### src/rtl/fetch_pkg.sv
// Shared types and constants for the instruction-fetch front end.
package fetch_pkg;

  localparam int ADDR_W     = 32;
  localparam int INST_W     = 32;
  localparam int WORD_BYTES = 4;

  typedef enum logic [1:0] {
    IDLE,
    WAIT,
    DROP
  } fetch_state_e;

  typedef struct packed {
    logic [INST_W-1:0] inst;
    logic [ADDR_W-1:0] pc4;
  } fetch_entry_t;

  function automatic logic [ADDR_W-1:0] word_align(input logic [ADDR_W-1:0] addr);
    return {addr[ADDR_W-1:2], 2'b00};
  endfunction

endpackage

### src/rtl/fetch_prefetch_queue_if.sv
// Instruction-memory request/ack bus and decode-side pop bus of the fetch front end.
interface fetch_prefetch_queue_if;
  import fetch_pkg::*;

  logic              imem_req;
  logic [ADDR_W-1:0] imem_addr;
  logic              imem_ack;
  logic [INST_W-1:0] imem_rdata;
  logic              id_ready;
  logic              id_valid;
  logic [INST_W-1:0] id_inst;
  logic [ADDR_W-1:0] id_pc4;

  modport master (
    output imem_req, imem_addr, id_valid, id_inst, id_pc4,
    input  imem_ack, imem_rdata, id_ready
  );

  modport slave (
    input  imem_req, imem_addr, id_valid, id_inst, id_pc4,
    output imem_ack, imem_rdata, id_ready
  );

endinterface

### src/rtl/fetch_fifo.sv
// Small power-of-two FIFO of {inst, pc4} entries with synchronous flush.
module fetch_fifo
  import fetch_pkg::*;
#(
  parameter int unsigned DEPTH = 4,
  parameter int unsigned CNT_W = $clog2(DEPTH + 1)
) (
  input  logic         clk,
  input  logic         rst,
  input  logic         flush,
  input  logic         push,
  input  fetch_entry_t push_data,
  input  logic         pop,
  output fetch_entry_t head,
  output logic [CNT_W-1:0] count,
  output logic         empty
);

  localparam int unsigned PTR_W = $clog2(DEPTH);

  fetch_entry_t     mem [DEPTH];
  logic [PTR_W-1:0] rd_ptr_q, wr_ptr_q;
  logic [CNT_W-1:0] count_q;
  logic             full, do_push, do_pop;

  assign full    = (count_q == CNT_W'(DEPTH));
  assign empty   = (count_q == '0);
  assign do_push = push & ~full;
  assign do_pop  = pop & ~empty;

  // NOTE: sequential state uses non-blocking assignments so every register samples pre-edge values.
  always_ff @(posedge clk) begin
    if (rst || flush) begin
      rd_ptr_q <= '0;
      wr_ptr_q <= '0;
      count_q  <= '0;
    end else begin
      if (do_push) wr_ptr_q <= wr_ptr_q + PTR_W'(1);
      if (do_pop)  rd_ptr_q <= rd_ptr_q + PTR_W'(1);
      unique case ({do_push, do_pop})
        2'b10:   count_q <= count_q + CNT_W'(1);
        2'b01:   count_q <= count_q - CNT_W'(1);
        default: count_q <= count_q;
      endcase
    end
  end

  // NOTE: storage is deliberately not reset; validity is carried entirely by count_q.
  always_ff @(posedge clk) begin
    if (do_push) mem[wr_ptr_q] <= push_data;
  end

  assign head  = mem[rd_ptr_q];
  assign count = count_q;

endmodule

### src/rtl/fetch_prefetch_queue.sv
// Fetch front end: owns the fetch PC, issues one outstanding imem read, queues returns for decode.
// Optional FETCH_BYPASS_EN forwards an ack straight to decode when the queue is empty.
module fetch_prefetch_queue
  import fetch_pkg::*;
#(
  parameter int unsigned       DEPTH    = 4,
  parameter logic [ADDR_W-1:0] RESET_PC = '0
) (
  input  logic              clk,
  input  logic              rst,
  input  logic              redirect,
  input  logic [ADDR_W-1:0] redirect_pc,
  fetch_prefetch_queue_if.master bus
);

  localparam int unsigned CNT_W = $clog2(DEPTH + 1);

  fetch_state_e      state_q, state_d;
  logic [ADDR_W-1:0] fetch_pc_q;
  logic [ADDR_W-1:0] req_addr_q;
  logic              issue, accept, bypass, push, pop;
  fetch_entry_t      push_entry, head;
  logic [CNT_W-1:0]  count;
  logic              empty;

  // NOTE: every always_comb output gets a default first so no path can infer a latch.
  always_comb begin
    state_d = state_q;
    issue   = 1'b0;
    accept  = 1'b0;
    unique case (state_q)
      IDLE: begin
        if (!redirect && (count < CNT_W'(DEPTH))) begin
          issue   = 1'b1;
          state_d = WAIT;
        end
      end
      WAIT: begin
        if (bus.imem_ack) begin
          state_d = IDLE;
          accept  = ~redirect;
        end else if (redirect) begin
          state_d = DROP;
        end
      end
      DROP: begin
        if (bus.imem_ack) state_d = IDLE;
      end
      default: state_d = IDLE;
    endcase
  end

`ifdef FETCH_BYPASS_EN
  assign bypass = accept & empty & bus.id_ready;
`else
  assign bypass = 1'b0;
`endif

  // A redirect wins over everything: the flush discards both the pushed word and the pop.
  assign push       = accept & ~bypass;
  assign pop        = ~redirect & ~empty & bus.id_ready;
  assign push_entry = '{inst: bus.imem_rdata, pc4: req_addr_q + ADDR_W'(WORD_BYTES)};

  always_ff @(posedge clk) begin
    if (rst) begin
      state_q    <= IDLE;
      fetch_pc_q <= word_align(RESET_PC);
      req_addr_q <= word_align(RESET_PC);
    end else begin
      state_q <= state_d;
      if (redirect)    fetch_pc_q <= word_align(redirect_pc);
      else if (accept) fetch_pc_q <= fetch_pc_q + ADDR_W'(WORD_BYTES);
      if (issue)       req_addr_q <= fetch_pc_q;
    end
  end

  fetch_fifo #(
    .DEPTH (DEPTH),
    .CNT_W (CNT_W)
  ) u_fifo (
    .clk       (clk),
    .rst       (rst),
    .flush     (redirect),
    .push      (push),
    .push_data (push_entry),
    .pop       (pop),
    .head      (head),
    .count     (count),
    .empty     (empty)
  );

  // Address is captured at issue so it stays stable through DROP even as fetch_pc moves.
  assign bus.imem_req  = (state_q != IDLE);
  assign bus.imem_addr = req_addr_q;

  always_comb begin
    bus.id_valid = ~empty;
    bus.id_inst  = empty ? '0 : head.inst;
    bus.id_pc4   = empty ? '0 : head.pc4;
    if (bypass) begin
      bus.id_valid = 1'b1;
      bus.id_inst  = bus.imem_rdata;
      bus.id_pc4   = req_addr_q + ADDR_W'(WORD_BYTES);
    end
  end

endmodule

### src/flat_wrapper.sv
// flat-port wrapper written by rule: the top's interface ports become plain ports
module fetch_prefetch_queue_flat import fetch_pkg::*;
#(
  parameter int unsigned       DEPTH    = 4,
  parameter logic [ADDR_W-1:0] RESET_PC = '0
)
  (clk, rst, redirect, redirect_pc, bus_imem_req, bus_imem_addr, bus_id_valid, bus_id_inst, bus_id_pc4, bus_imem_ack, bus_imem_rdata, bus_id_ready);
  fetch_prefetch_queue_if bus_i ();
  input  logic clk;
  input  logic rst;
  input  logic redirect;
  input  logic [ADDR_W-1:0] redirect_pc;
  output wire logic [$bits(bus_i.imem_req)-1:0] bus_imem_req;
  output wire logic [$bits(bus_i.imem_addr)-1:0] bus_imem_addr;
  output wire logic [$bits(bus_i.id_valid)-1:0] bus_id_valid;
  output wire logic [$bits(bus_i.id_inst)-1:0] bus_id_inst;
  output wire logic [$bits(bus_i.id_pc4)-1:0] bus_id_pc4;
  input wire logic [$bits(bus_i.imem_ack)-1:0] bus_imem_ack;
  input wire logic [$bits(bus_i.imem_rdata)-1:0] bus_imem_rdata;
  input wire logic [$bits(bus_i.id_ready)-1:0] bus_id_ready;
  assign bus_imem_req = bus_i.imem_req;
  assign bus_imem_addr = bus_i.imem_addr;
  assign bus_id_valid = bus_i.id_valid;
  assign bus_id_inst = bus_i.id_inst;
  assign bus_id_pc4 = bus_i.id_pc4;
  assign bus_i.imem_ack = bus_imem_ack;
  assign bus_i.imem_rdata = bus_imem_rdata;
  assign bus_i.id_ready = bus_id_ready;
  fetch_prefetch_queue #(.DEPTH(DEPTH), .RESET_PC(RESET_PC)) u_core (.clk(clk), .rst(rst), .redirect(redirect), .redirect_pc(redirect_pc), .bus(bus_i));
endmodule
### config.mk
export PLATFORM = sky130hd
export DESIGN_NAME = fetch_prefetch_queue_flat
export DESIGN_NICKNAME = d
export VERILOG_FILES = /design/src/rtl/fetch_pkg.sv /design/src/rtl/fetch_prefetch_queue_if.sv /design/src/rtl/fetch_fifo.sv /design/src/rtl/fetch_prefetch_queue.sv /design/src/flat_wrapper.sv
export SDC_FILE = /design/constraint.sdc
export NUM_CORES = 1
export LEC_CHECK = 0
export CORE_MARGIN = 5
export CORE_UTILIZATION = 23
export CTS_BUF_LIST = sky130_fd_sc_hd__clkbuf_4
export DETAILED_ROUTE_END_ITERATION = 8
export PLACE_DENSITY = 0.42
export SLEW_MARGIN = 20
export SYNTH_ARGS = -nofsm -noshare
export SYNTH_HDL_FRONTEND = slang
export SYNTH_SLANG_ARGS = --single-unit
export TNS_END_PERCENT = 20
### constraint.sdc
create_clock -name clk -period 4 [get_ports clk]
set_input_delay 0.6 -clock clk [delete_from_list [all_inputs] [get_ports clk]]
set_output_delay 0.6 -clock clk [all_outputs]
set_load 0.005 [all_outputs]
==> flow_metrics.py <==
metrics = {
    "worst_setup_path": {
        "path_max_fanout": 22,
        "crit_family": "buffers and inverters",
        "cp-end-kind": "output port",
        "arrival_ns": 2.97,
        "worstSetupPathType": "flop to output port",
        "critPathLaunchType": "flop",
        "path_buf_inv": 2,
        "max_stage_delay_ns": 0.69,
        "reg2reg_slack_ns": 1.53,
        "worstPathRequired_ns": 3.40,
        "reg2reg_depth": 9,
        "cp_cell_sequence": "buf_12 > mux4_2 > and2_1 > clkdlybuf4s50_1",
        "rr_endpoint": "u_core.u_fifo.count[2]$_SDFFE_PP0P_",
        "reg2reg_from": "u_core.state_q[0]$_SDFFE_PP0P_",
        "cp_slowest_cell": "dfxtp_4",
    },
    "min_path": {
        "hp-start": "redirect",
        "hold_end": "u_core.fetch_pc_q[16]$_SDFFE_PP0P_",
        "hold_depth": 2,
        "min_path_type": "input pin to flop",
    },
    "layout": {
        "area_delta_synth_final_pct": 28.2,
        "n_fill_cell": 5871,
        "layout.nets": 1201,
        "instances_no_fill": 1963,
        "drive_above_1_share_pct": 22.1,
    },
    "cts": {
        "numCtsBuffers": 93,
        "cts_setup_buffers": 0,
        "cts_sinks": 319,
        "cts-root-buf": "clkbuf_4",
        "ctsResizeCount": 0,
        "cts_buffer_depth": 3,
        "postCtsHoldBufs": 0,
        "ctsHtreeMaxLevel": 3,
        "clock_latency_ns": 0.79,
        "tritoncts": "built",
        "clkSlewWorstSetupHoldPaths_ns": 0.07,
    },
    "synth": {
        "yosys_register_bits": 319,
        "ys.flop_type": "edfxtp_1",
        "yosysTopAreaCell": "edfxtp_1",
        "postSynthCellCount": 900,
        "synth_edf_count": 248,
        "synth.distinct_cells": 58,
        "synth_top_area_share_pct": 55.4,
        "syn_area_per_cell_um2": 14.9,
        "ys_seq_area_share_pct": 65.9,
        "synth_area_um2": 13500,
        "synthTopCellsByArea": "edfxtp_1 55%, dfxtp_1 11%, mux4_2 10%, and2_1 3.2%, nand2_1 2.4%",
        "async_reset_ff_share_pct": 0,
        "yosys_warnings": 0,
    },
    "route": {
        "vias": 8244,
        "drt_iter0_drc": 368,
        "antenna_left": 0,
        "avgViaCountPerCell": 4.20,
        "post_drt_wl_per_cell_um": 17.7,
        "postRouteWirelength_mm": 34.7,
        "drc": 0,
        "first_pass_iters": 4,
    },
    "sta": {
        "setup_viol": 0,
        "worst_pin_slew_ns": 1.02,
        "timing.final.ws_setup_ns": 0.430,
        "report.final.hold_viol_count": 0,
        "grt_setup_unrepaired": "false",
        "slew_viol_final": 0,
        "min_period_ns": 3.57,
        "fin_crit_sh_pct": 89.2,
        "slew_headroom_pct": 31.8,
        "hold_ws_ns": 0.293,
        "clock.fmax_mhz": 280,
        "finClkSkew_ns": 0.0667,
        "tns_ns": 0,
    },
    "job": {
        "max_cap_violations": 0,
    },
    "floorplan": {
        "core-area_um2": 57800,
        "start_util_pct": 23.3,
        "num_rows": 88,
        "dieArea_um2": 63400,
        "ios": 167,
        "die_x_um": 252,
        "dieHeight_um": 252,
    },
    "place": {
        "post-place-ws_ns": 0.764,
        "globalplace.congestion": 0.703,
        "dp_hpwl_mm": 22.5,
        "port_buffers": 160,
        "dp.cells": 1794,
    },
    "status": {
        "status": "finished, final reports clean",
    },
    "power": {
        "power.share.clock_pct": 43.7,
        "power.internal_uw": 5450,
        "p_leak_uw": 0.00545,
        "finalPower_uw": 7070,
        "switchingPower_uw": 1620,
        "ir_worst_vdd_mv": 0.150,
        "pwr-share-seq_pct": 51.9,
        "netSwitchingFraction_pct": 22.9,
        "p_per_area_nw_per_um2": 410,
        "pwr-share-comb_pct": 4.3,
    },
    "global_route": {
        "grt_antenna_before_repair": 2,
        "grt_pass1_wl_mm": 53.6,
        "overflow": 0,
        "grt_pass1_vias": 8793,
        "grt_usage_pct": 11.0,
        "grt_max_degree": 66,
    },
}
==> stage by stage <==
step	cell area [um^2]	utilization (%)
5_1_grt	17200	29.8
6_report	17200	29.8
3_5_place_dp	16000	27.7
2_1_floorplan	13500	-
3_3_place_gp	16000	27.7
4_1_cts	17200	29.8
==> cell usage in the layout, fill, tap and decap left out, drive strengths merged, types with 4 or more instances in the layout <==
cell / Yosys / layout
nor2b: 4 / 4
a311oi: 4 / 4
nand3: 20 / 20
mux4: 62 / 62
nand4: 21 / 21
nor3: 18 / 18
o21ai: 4 / 4
buf: 17 / 24
clkbuf: 39 / 128
edfxtp: 248 / 248
a21oi: 37 / 37
xnor2: 35 / 35
and4: 11 / 11
or3: 6 / 6
xor2: 8 / 8
dfxtp: 71 / 71
nor4: 8 / 8
clkdlybuf4s50: 0 / 158
and3: 14 / 14
ha: 7 / 7
nand2: 86 / 86
inv: 21 / 24
and2: 69 / 69
clkinv: 0 / 34
a2111oi: 7 / 7
nor2: 34 / 34
conb: 1 / 4
a211oi: 16 / 16
==> registers in the layout, summed over array words and instances (netlist names), named ones only <==
signal	flops
u_core.bus.imem_addr	30
u_core.fetch_pc_q	30
u_core.u_fifo.rd_ptr_q	2
u_core.u_fifo.wr_ptr_q	2
u_core.state_q	2
u_core.u_fifo.mem	248
u_core.u_fifo.count	3
==> worst max path at each step <==
| stage | startpoint | to | slack [ns] | depth (start not counted) |
|---|---|---|---|---|
| global route | flop | bus_id_pc4[11] | 0.12 | 4 |
| detailed placement | bus_imem_ack | u_core.u_fifo.count[2]$_SDFFE_PP0P_ | 0.76 | 10 |
| global placement | bus_imem_ack | u_core.u_fifo.count[2]$_SDFFE_PP0P_ | 0.74 | 10 |
| CTS | flop | bus_id_pc4[9] | 0.20 | 4 |
| finish | flop | bus_id_pc4[9] | 0.43 | 4 |
| floorplan | bus_imem_ack | u_core.u_fifo.mem[1][10]$_DFFE_PP_ | 0.80 | 4 |
==> cells in the mapped netlist (2+ instances only) <==
| library cell | instances |
|---|---|
| and4_1 | 8 |
| and3_2 | 2 |
| nor2b_1 | 4 |
| ha_1 | 7 |
| nor2_1 | 34 |
| a211oi_1 | 16 |
| a2111oi_2 | 4 |
| mux4_2 | 62 |
| a311oi_1 | 3 |
| and3_1 | 12 |
| or2_2 | 3 |
| nand2_1 | 86 |
| a2111oi_0 | 3 |
| nand3_1 | 20 |
| a31oi_1 | 2 |
| a21oi_1 | 37 |
| a221oi_2 | 2 |
| o21bai_1 | 3 |
| nor4_1 | 4 |
| xnor2_1 | 35 |
| mux2i_1 | 2 |
| dfxtp_1 | 71 |
| clkbuf_8 | 4 |
| buf_4 | 5 |
| xor2_1 | 8 |
| buf_6 | 4 |
| buf_2 | 8 |
| mux2_2 | 2 |
| edfxtp_1 | 248 |
| o211ai_1 | 2 |
| nor3_1 | 18 |
| o21ai_0 | 4 |
| or3_1 | 6 |
| inv_1 | 21 |
| and2_1 | 69 |
| nand4_1 | 20 |
| nand4b_1 | 2 |
| nor4_4 | 3 |
| and4_2 | 3 |
| nor3b_1 | 2 |
| clkbuf_1 | 34 |
==> area by class of cell <==
class / count / area, um^2 / share of cell area (%)
inverter: 21 / 78.8 / 0.457
antenna: 1 / 2.50 / 0.0145
timing repair buffer: 182 / 1890 / 11.0
clock inverter: 40 / 249 / 1.44
clock buffer: 128 / 961 / 5.57
sequential: 319 / 8880 / 51.5
tap: 765 / 957 / 5.55
multi-input combinational: 507 / 4220 / 24.5
==> cell families (layout without fill, tap and decap cells) <==
logic type / count (synthesis) / in the layout / share of synthesized area [%]
AOI/OAI and AO/OA: 85 / 85 / 4.51
xor gates and xnor gates: 43 / 43 / 2.80
adders and majority gates: 8 / 8 / 0.800
buffers and inverters: 77 / 371 / 2.89
DFF: 319 / 319 / 65.9
muxes: 66 / 66 / 10.7
other: 1 / 5 / 0.0279
and+or+nand+nor: 301 / 301 / 12.3
==> power by group through the flow <==
stage	Sequential, uW	Clock [uW]	Combinational [uW]
CTS	3670	3270	312
detailed placement	3740	0	310
finish	3670	3090	305
floorplan	3720	0	155
global placement	3740	0	307
global route	3680	3460	339
==> per-layer routing <==
metal / vias up / global-route usage (%) / share of wire (%)
met2: 247 / 17.1 / 46
met4: 0 / 4.30 / 2.1
met3: 52 / 3.24 / 6.0
met1: 4006 / 14.4 / 46
met5: - / 0 / 0
li1: 3939 / - / -
(Power assumes the default switching activity.)
